==> config.mk <==
export PLATFORM = sky130hd
export DESIGN_NAME = pmp_chk_stage
export DESIGN_NICKNAME = d
export VERILOG_FILES = /design/src/rtl/pmp_chk_stage.sv
export SDC_FILE = /design/constraint.sdc
export NUM_CORES = 1
export LEC_CHECK = 0
export CORE_UTILIZATION = 47
export DETAILED_ROUTE_END_ITERATION = 6
export GPL_TIMING_DRIVEN = 0
export PLACE_DENSITY = 0.84
export SLEW_MARGIN = 10
export SYNTH_ARGS = -nofsm -noshare
export SYNTH_HDL_FRONTEND = slang
export SYNTH_SLANG_ARGS = --single-unit
==> constraint.sdc <==
create_clock -name clk -period 3.1 [get_ports clk]
set_clock_uncertainty 0.15 [all_clocks]
set_input_delay 0.62 -clock clk [delete_from_list [all_inputs] [get_ports clk]]
set_output_delay 0.62 -clock clk [all_outputs]
set_load 0.03 [all_outputs]
==> src/rtl/pmp_chk_stage.sv <==
// Per-requester PMP check slots with a fixed-priority access-fault trap arbiter.
// Optional PMP_FAULT_CNT_EN adds a saturating acked-fault counter.
module pmp_chk_stage #(
  parameter int REQ_CHANNEL_NUM = 3,
  parameter int ADDR_WIDTH      = 32
) (
  input  logic                                        clk,
  input  logic                                        rst_n,
  input  logic [REQ_CHANNEL_NUM-1:0]                  req_vld,
  output logic [REQ_CHANNEL_NUM-1:0]                  req_rdy,
  input  logic [REQ_CHANNEL_NUM-1:0][ADDR_WIDTH-1:0]  req_addr,
  input  logic [REQ_CHANNEL_NUM-1:0][1:0]             req_mode,
  output logic [REQ_CHANNEL_NUM-1:0][ADDR_WIDTH-1:0]  pmp_req_addr,
  output logic [REQ_CHANNEL_NUM-1:0][1:0]             pmp_req_mode,
  input  logic [REQ_CHANNEL_NUM-1:0]                  pmp_pass,
  output logic [REQ_CHANNEL_NUM-1:0]                  rsp_vld,
  output logic [REQ_CHANNEL_NUM-1:0]                  rsp_ok,
  input  logic [REQ_CHANNEL_NUM-1:0]                  rsp_rdy,
  output logic                                        trap_vld,
  output logic [3:0]                                  trap_cause,
  output logic [ADDR_WIDTH-1:0]                       trap_tval,
  input  logic                                        trap_ack,
`ifdef PMP_FAULT_CNT_EN
  output logic [15:0]                                 fault_cnt,
  input  logic                                        fault_cnt_clr,
`endif
  input  logic                                        flush
);

  localparam int N  = REQ_CHANNEL_NUM;
  localparam int GW = (N > 1) ? $clog2(N) : 1;

  typedef enum logic [1:0] {
    IDLE = 2'd0,
    CHK  = 2'd1,
    FLT  = 2'd2,
    RSPF = 2'd3
  } st_e;

  st_e                           st_q [N];
  st_e                           st_d [N];
  logic [N-1:0][ADDR_WIDTH-1:0]  addr_q, addr_d;
  logic [N-1:0][1:0]             mode_q, mode_d;
  logic [N-1:0]                  ok;

  logic                  trap_vld_q, trap_vld_d;
  logic [GW-1:0]         grant_q, grant_d;
  logic [3:0]            cause_q, cause_d;
  logic [ADDR_WIDTH-1:0] tval_q, tval_d;
  logic                  fnd;

  function automatic logic [3:0] cause_of(input logic [1:0] m);
    logic [3:0] c;
    c = 4'd0;
    unique case (m)
      2'b11:   c = 4'd1;
      2'b01:   c = 4'd5;
      2'b10:   c = 4'd7;
      default: c = 4'd0;
    endcase
    return c;
  endfunction

  always_comb begin
    for (int i = 0; i < N; i++) begin
      st_d[i]    = st_q[i];
      addr_d[i]  = addr_q[i];
      mode_d[i]  = mode_q[i];
      req_rdy[i] = 1'b0;
      rsp_vld[i] = 1'b0;
      rsp_ok[i]  = 1'b0;
      ok[i]      = pmp_pass[i] | (mode_q[i] == 2'b00);
      unique case (st_q[i])
        IDLE: begin
          req_rdy[i] = !flush;
          if (req_vld[i] && !flush) begin
            addr_d[i] = req_addr[i];
            mode_d[i] = req_mode[i];
            st_d[i]   = CHK;
          end
        end
        CHK: begin
          rsp_vld[i] = ok[i];
          rsp_ok[i]  = ok[i];
          if (!ok[i]) begin
            st_d[i] = FLT;
          end else if (rsp_rdy[i]) begin
            req_rdy[i] = !flush;
            st_d[i]    = IDLE;
            // Reload in the response cycle for 1/cycle throughput
            if (req_vld[i] && !flush) begin
              addr_d[i] = req_addr[i];
              mode_d[i] = req_mode[i];
              st_d[i]   = CHK;
            end
          end
        end
        FLT: begin
          if (trap_vld_q && trap_ack && grant_q == GW'(i))
            st_d[i] = RSPF;
        end
        RSPF: begin
          rsp_vld[i] = 1'b1;
          if (rsp_rdy[i])
            st_d[i] = IDLE;
        end
        default: st_d[i] = IDLE;
      endcase
      if (flush)
        st_d[i] = IDLE;
    end
  end

  always_comb begin
    trap_vld_d = trap_vld_q;
    grant_d    = grant_q;
    cause_d    = cause_q;
    tval_d     = tval_q;
    fnd        = 1'b0;
    if (flush) begin
      trap_vld_d = 1'b0;
    end else if (trap_vld_q) begin
      if (trap_ack)
        trap_vld_d = 1'b0;
    end else begin
      for (int i = 0; i < N; i++) begin
        if (!fnd && st_q[i] == FLT) begin
          fnd        = 1'b1;
          trap_vld_d = 1'b1;
          grant_d    = GW'(i);
          cause_d    = cause_of(mode_q[i]);
          tval_d     = addr_q[i];
        end
      end
    end
  end

  always_ff @(posedge clk) begin
    if (!rst_n) begin
      for (int i = 0; i < N; i++)
        st_q[i] <= IDLE;
      addr_q     <= '0;
      mode_q     <= '0;
      trap_vld_q <= 1'b0;
      grant_q    <= '0;
      cause_q    <= '0;
      tval_q     <= '0;
    end else begin
      for (int i = 0; i < N; i++)
        st_q[i] <= st_d[i];
      addr_q     <= addr_d;
      mode_q     <= mode_d;
      trap_vld_q <= trap_vld_d;
      grant_q    <= grant_d;
      cause_q    <= cause_d;
      tval_q     <= tval_d;
    end
  end

  assign pmp_req_addr = addr_q;
  assign pmp_req_mode = mode_q;
  assign trap_vld     = trap_vld_q;
  assign trap_cause   = cause_q;
  assign trap_tval    = tval_q;

`ifdef PMP_FAULT_CNT_EN
  logic [15:0] cnt_q, cnt_d;

  always_comb begin
    cnt_d = cnt_q;
    if (fault_cnt_clr)
      cnt_d = 16'd0;
    else if (trap_vld_q && trap_ack && !flush && cnt_q != 16'hFFFF)
      cnt_d = cnt_q + 16'd1;
  end

  always_ff @(posedge clk) begin
    if (!rst_n)
      cnt_q <= 16'd0;
    else
      cnt_q <= cnt_d;
  end

  assign fault_cnt = cnt_q;
`endif

endmodule

======== Word level (Yosys, flattened, before mapping) ========
Memories as Yosys holds them, arrays and structs flattened.
Cells that the tools add are included.
Widths: inputs -> output; s select.
storage, ports and cells
  RAM bits ................................ 6
  output and inout bits ................... 148
  flip-flop bits (word level) ............. 141
  bits of input ports ..................... 115
  latch bits .............................. 0
  memory bits (read-only) ................. 0
  memories kept ........................... 1
cells by class
  add/sub/neg operators ................... 0
  multipliers ............................. 0
  divide/modulo/power cells ............... 0
  eq/ne operators ......................... 26
  bitwise logic cells ..................... 9
  reductions and logical operators ........ 28
  shift-type cells ........................ 0
  multiplexer cells ....................... 90
  order comparisons ....................... 0
memories
  name  depth  bits a word  read ports  clocked after Yosys merged registers in  wr ports  RTL line  source
  st_q  3      2            3           0                                        3         40        st_e st_q [N];
operators with widths
  cell                number
  $mux 32             12
  $pmux 32 s2         3
  $mux 2              33
  $pmux 3 s3          3
  $eq 2x2->1 const B  13
  $mux 1              24
  $pmux 2 s4          3
  $eq 2x1->1 const B  7
  $logic_not 2->1     7
  $mux 4              3
  $ne 2x2->1 const B  6
  $pmux 1 s2          6
  $pmux 2 s2          3
  $reduce_and 3->1    4
  $logic_and 1x1->1   9
  $or 1x1->1          6
  $reduce_bool 2->1   3
  $logic_not 1->1     3
  $not 1->1           3
  $reduce_bool 3->1   1
  $reduce_or 2->1     1

======== Longest topological paths before layout ========
An unclocked memory read counts as a cell.
  depth after elaboration ................. 14
  mapped depth ............................ 8
  mapped depth without buffers ............ 6

======== Worst setup path before layout ========
Ideal clock, no wire load.
  path kind ............................... register to output
  start point ............................. reg mode_q (netlist bit pmp_req_mode[2])
  end point ............................... out req_rdy[1]
  data required time ...................... 2.330 ns
  setup slack ............................. 0.585 ns
  stages on the path, launching flop included .. 5
  arrival time ............................ 1.745 ns
  cell sequence ........................... dfxtp_1 -> inv_1 -> ha_1 -> o21ai_0 -> a211oi_1
between the ends
  cells in the longest elaborated chain, start to end .. 4
RTL lines
  item                    RTL line  source
  from (decl)             43        logic [N-1:0][1:0] mode_q, mode_d;
  from (signal assigned)  152       mode_q <= mode_d;
  $logic_not 2->1         72        ok[i] = pmp_pass[i] | (mode_q[i] == 2'b00);
  $or 1x1->1              72
  $mux 1                  85        if (!ok[i]) begin
  $pmux 1 s2              73        unique case (st_q[i])
  to (decl)               10        output logic [REQ_CHANNEL_NUM-1:0] req_rdy,
Every way passes these cells.

======== Worst setup path after layout ========
  start point ............................. reg mode_q (netlist bit pmp_req_mode[1])
  end point ............................... out rsp_vld[0]
between the ends
  cells in the longest elaborated chain, start to end .. 3
RTL lines
  item             RTL line  source
  $logic_not 2->1  72
  $or 1x1->1       72
  $pmux 1 s2       73
  to (decl)        16        output logic [REQ_CHANNEL_NUM-1:0] rsp_vld,
Every way passes these cells.

==> flow_summary_export.csv <==
group,metric,value,unit
outcome,status,"finished, final reports clean",
sta,rsz0062_at_grt,"no",
pwr,leakagePower,3.78,nW
grt,grt_max_degree,17,
run,cap_viol_max_count,0,
sta,tns,0,ps
floorplanning,start_util,0.489,
clock_network,holdBufCountCts,0,
placed_design,portBuffers,261,
grt,gr-total-overflow,0,
layout,final_cells,1267,
yosys,ys_seq_area_frac,0.444,
sta,drv_slew,0,
clock_network,cts_buffers,17,
clock_network,clock-sinks,146,
worst_setup_path,cp-start-kind,"flip-flop",
detailed_routing,drt-wirelength-per-cell,19.3,µm
worst_setup_path,cp.arrival,2260,ps
detailed_routing,via_count,7076,
worst_setup_path,path_cells,"inv_1, ha_1, nor3_1, nor2b_1, clkdlybuf4s50_1",
grt,antenna_found_initial,0,
sta,timing_hold_violations_final,0,
yosys,yosys.area.top_type,"dfxtp_1",
yosys,yosys.area.top_type_share,0.444,
sta,period_share,0.976,
yosys,synth.area.top_cells,"dfxtp_1 (44%), nand2_1 (8.3%), o21ai_0 (7.4%), nand3_1 (5.4%), a32o_1 (5.2%)",
pwr,power.switching,1.29,mW
sta,period_needed,3030,ps
floorplanning,die_w,120,µm
yosys,yosys_warnings,0,
yosys,synth_fp_nets,926,
grt,grt_pass1_vias,6697,
detailed_routing,detail_route.first_pass.iterations,5,
pwr,switching_share,0.272,
layout,multiInputGateArea,3260,µm²
clock_network,htree_num_levels,4,
worst_setup_path,worst-setup-path-type,"reg2out",
yosys,synth.cell_area,6580,µm²
clock_network,clk_latency,430,ps
layout,drive_above_1_share,0.0715,
sta,setup_viol,0,
detailed_routing,drc,0,
worst_setup_path,cpMaxStageDelayCell,"clkdlybuf4s50_1",
yosys,ys.flop_type,"dfxtp_1",
pwr,clockPowerShare,0.424,
detailed_routing,drtIter0Drc,611,
yosys,synth_seq_cells,146,
placed_design,routabilityCongestion,0.883,
layout,fin_nets,1206,
floorplanning,die_h,120,µm
pwr,pwr-share-comb,0.152,
clock_network,clockBufferDepth,2,
sta,fmax,330,MHz
placed_design,place_inst,1235,
detailed_routing,ant_nets,0,
yosys,synthCells,798,
yosys,async_flop_share,0,
pwr,p_per_area,473,nW/µm²
layout,mostFrequentLayoutCells,"clkdlybuf4s50_1 (258), nand2_1 (146), dfxtp_1 (146), o21ai_0 (97), nand3_1 (71)",
layout,syn_to_final_growth,51.8,%
grt,globalRouteTotalUtil,0.339,
clock_network,tritoncts,"built",
sta,worstMarginPinSlew,670,ps
yosys,synth_edf_count,0,
layout,antenna_cells,0,
yosys,ys_types,51,
pwr,intPower,3.44,mW
pwr,peakVddDrop,0.000382,V
clock_network,root_buffer,"clkbuf_16",
worst_setup_path,max_stage_delay,610,ps
layout,fill_cells,1118,
sta,slew_headroom,0.553,
layout,layout_commonest_cell,"clkdlybuf4s50_1",
floorplanning,io_pins,263,
clock_network,clkTransAtPathRegs,60,ps
grt,grt_pass1_wl,37.0,mm
floorplanning,core_area,13500,µm²
placed_design,dp_hpwl,18.4,mm
worst_setup_path,worstPathMaxFanout,4,
detailed_routing,viasPerCell,5.58,
pwr,p_seq_frac,0.424,
worst_setup_path,cp-end-kind,"primary output",
worst_setup_path,crit_required,2330,ps
floorplanning,rows,42,
layout,regArea,2920,µm²
floorplanning,die_area,14500,µm²
yosys,syn_avg_cell_area,8.25,µm²
detailed_routing,finalWirelength,24.4,mm
min_path,hold_class,"reg2reg",
power groups by stage:
stage | registers (mW) | clock network [mW] | logic [mW]
floorplan | 2.16 | 0 | 0.214
global placement | 2.04 | 0 | 0.709
detailed placement | 2.05 | 0 | 0.714
CTS | 2.01 | 2.00 | 0.717
global route | 2.01 | 2.08 | 0.765
finish | 2.01 | 2.00 | 0.720
cell usage after synthesis (all sizes together) (2+ instances only):
cell type and number:
dfxtp 146, nand2 146, o21ai 110, nand3 71, nor2 42, buf 37
nor3b 36, nand2b 35, a21boi 34, a32o 34, clkbuf 34, ha 13
inv 10, a21oi 7, nor2b 7, a21o 5, a22oi 3, or2b 3
a211oi 2, nor3 2
state kept, by name, summed over array words and instances, names as in the netlist, named ones only:
| register | cells |
|---|---|
| grant_q | 2 |
| pmp_req_addr | 96 |
| pmp_req_mode | 6 |
| st_q | 3 |
| trap_cause | 3 |
| trap_tval | 32 |
| trap_vld | 1 |
worst paths after layout:
kind         depth (start not counted)  slack, ps                          from                            to
max                                  5         70  pmp_req_mode[1]$_SDFFE_PN0P_                    rsp_vld[0]
max reg2reg                          7        660  pmp_req_mode[1]$_SDFFE_PN0P_  pmp_req_mode[1]$_SDFFE_PN0P_
min                                  1        320    trap_tval[11]$_SDFFE_PN0P_    trap_tval[11]$_SDFFE_PN0P_
min reg2reg                          1        320    trap_tval[11]$_SDFFE_PN0P_    trap_tval[11]$_SDFFE_PN0P_
routing by layer:
metal	wire [µm]	vias up	track usage
met1	9710	3348	0.393
met2	11700	345	0.577
met4	929	0	0.159
met5	0	-	0
li1	-	3331	-
met3	2110	52	0.0948
kinds of logic (layout without fill, tap and decap cells):
| family | Yosys count | after routing | synth area share |
|---|---|---|---|
| and+or+nand+nor | 351 | 351 | 0.260 |
| AOI/OAI and AO/OA | 206 | 206 | 0.210 |
| DFF | 146 | 146 | 0.444 |
| buffers and inverters | 81 | 374 | 0.0601 |
| adders and majority gates | 13 | 13 | 0.0247 |
| other | 1 | 1 | 0.000570 |
cell type report:
class	count	share of cell area
sequential	146	0.293
clock buffer	20	0.0467
inverter	10	0.00376
timing repair buffer	261	0.262
buffer	71	0.0358
multi-input combinational	571	0.327
tap	176	0.0220
clock inverter	12	0.0108
critical path: cells and delay by family (launching register included):
family,cells,cell delay [ps]
buffers and inverters,2,700
adder cells (fa/ha/maj),1,260
flip-flops,1,410
AND/OR/NAND/NOR,2,450
metrics by stage:
step                       util  worst slack (ps)  instance area [µm²]  total power [mW]  hold slack, ps
after global placement    0.700             -49.1                 9410              2.75             296
after floorplan               -               585                 6580              2.37             347
after global routing      0.742              23.6                 9990              4.86             325
final                     0.742              73.6                 9990              4.73             315
after CTS                 0.742              61.1                 9990              4.72             318
after detailed placement  0.700             -68.2                 9410              2.76             305
timing repair:
action                                 in CTS  in global routing
gates resized for setup                     2                  1
setup buffers                               0                  0
endpoints found under the hold margin       0                  0
cloned                                      0                  0
setup endpoints to repair                   2                  1
Note: power is estimated with default switching activity, not from simulation.
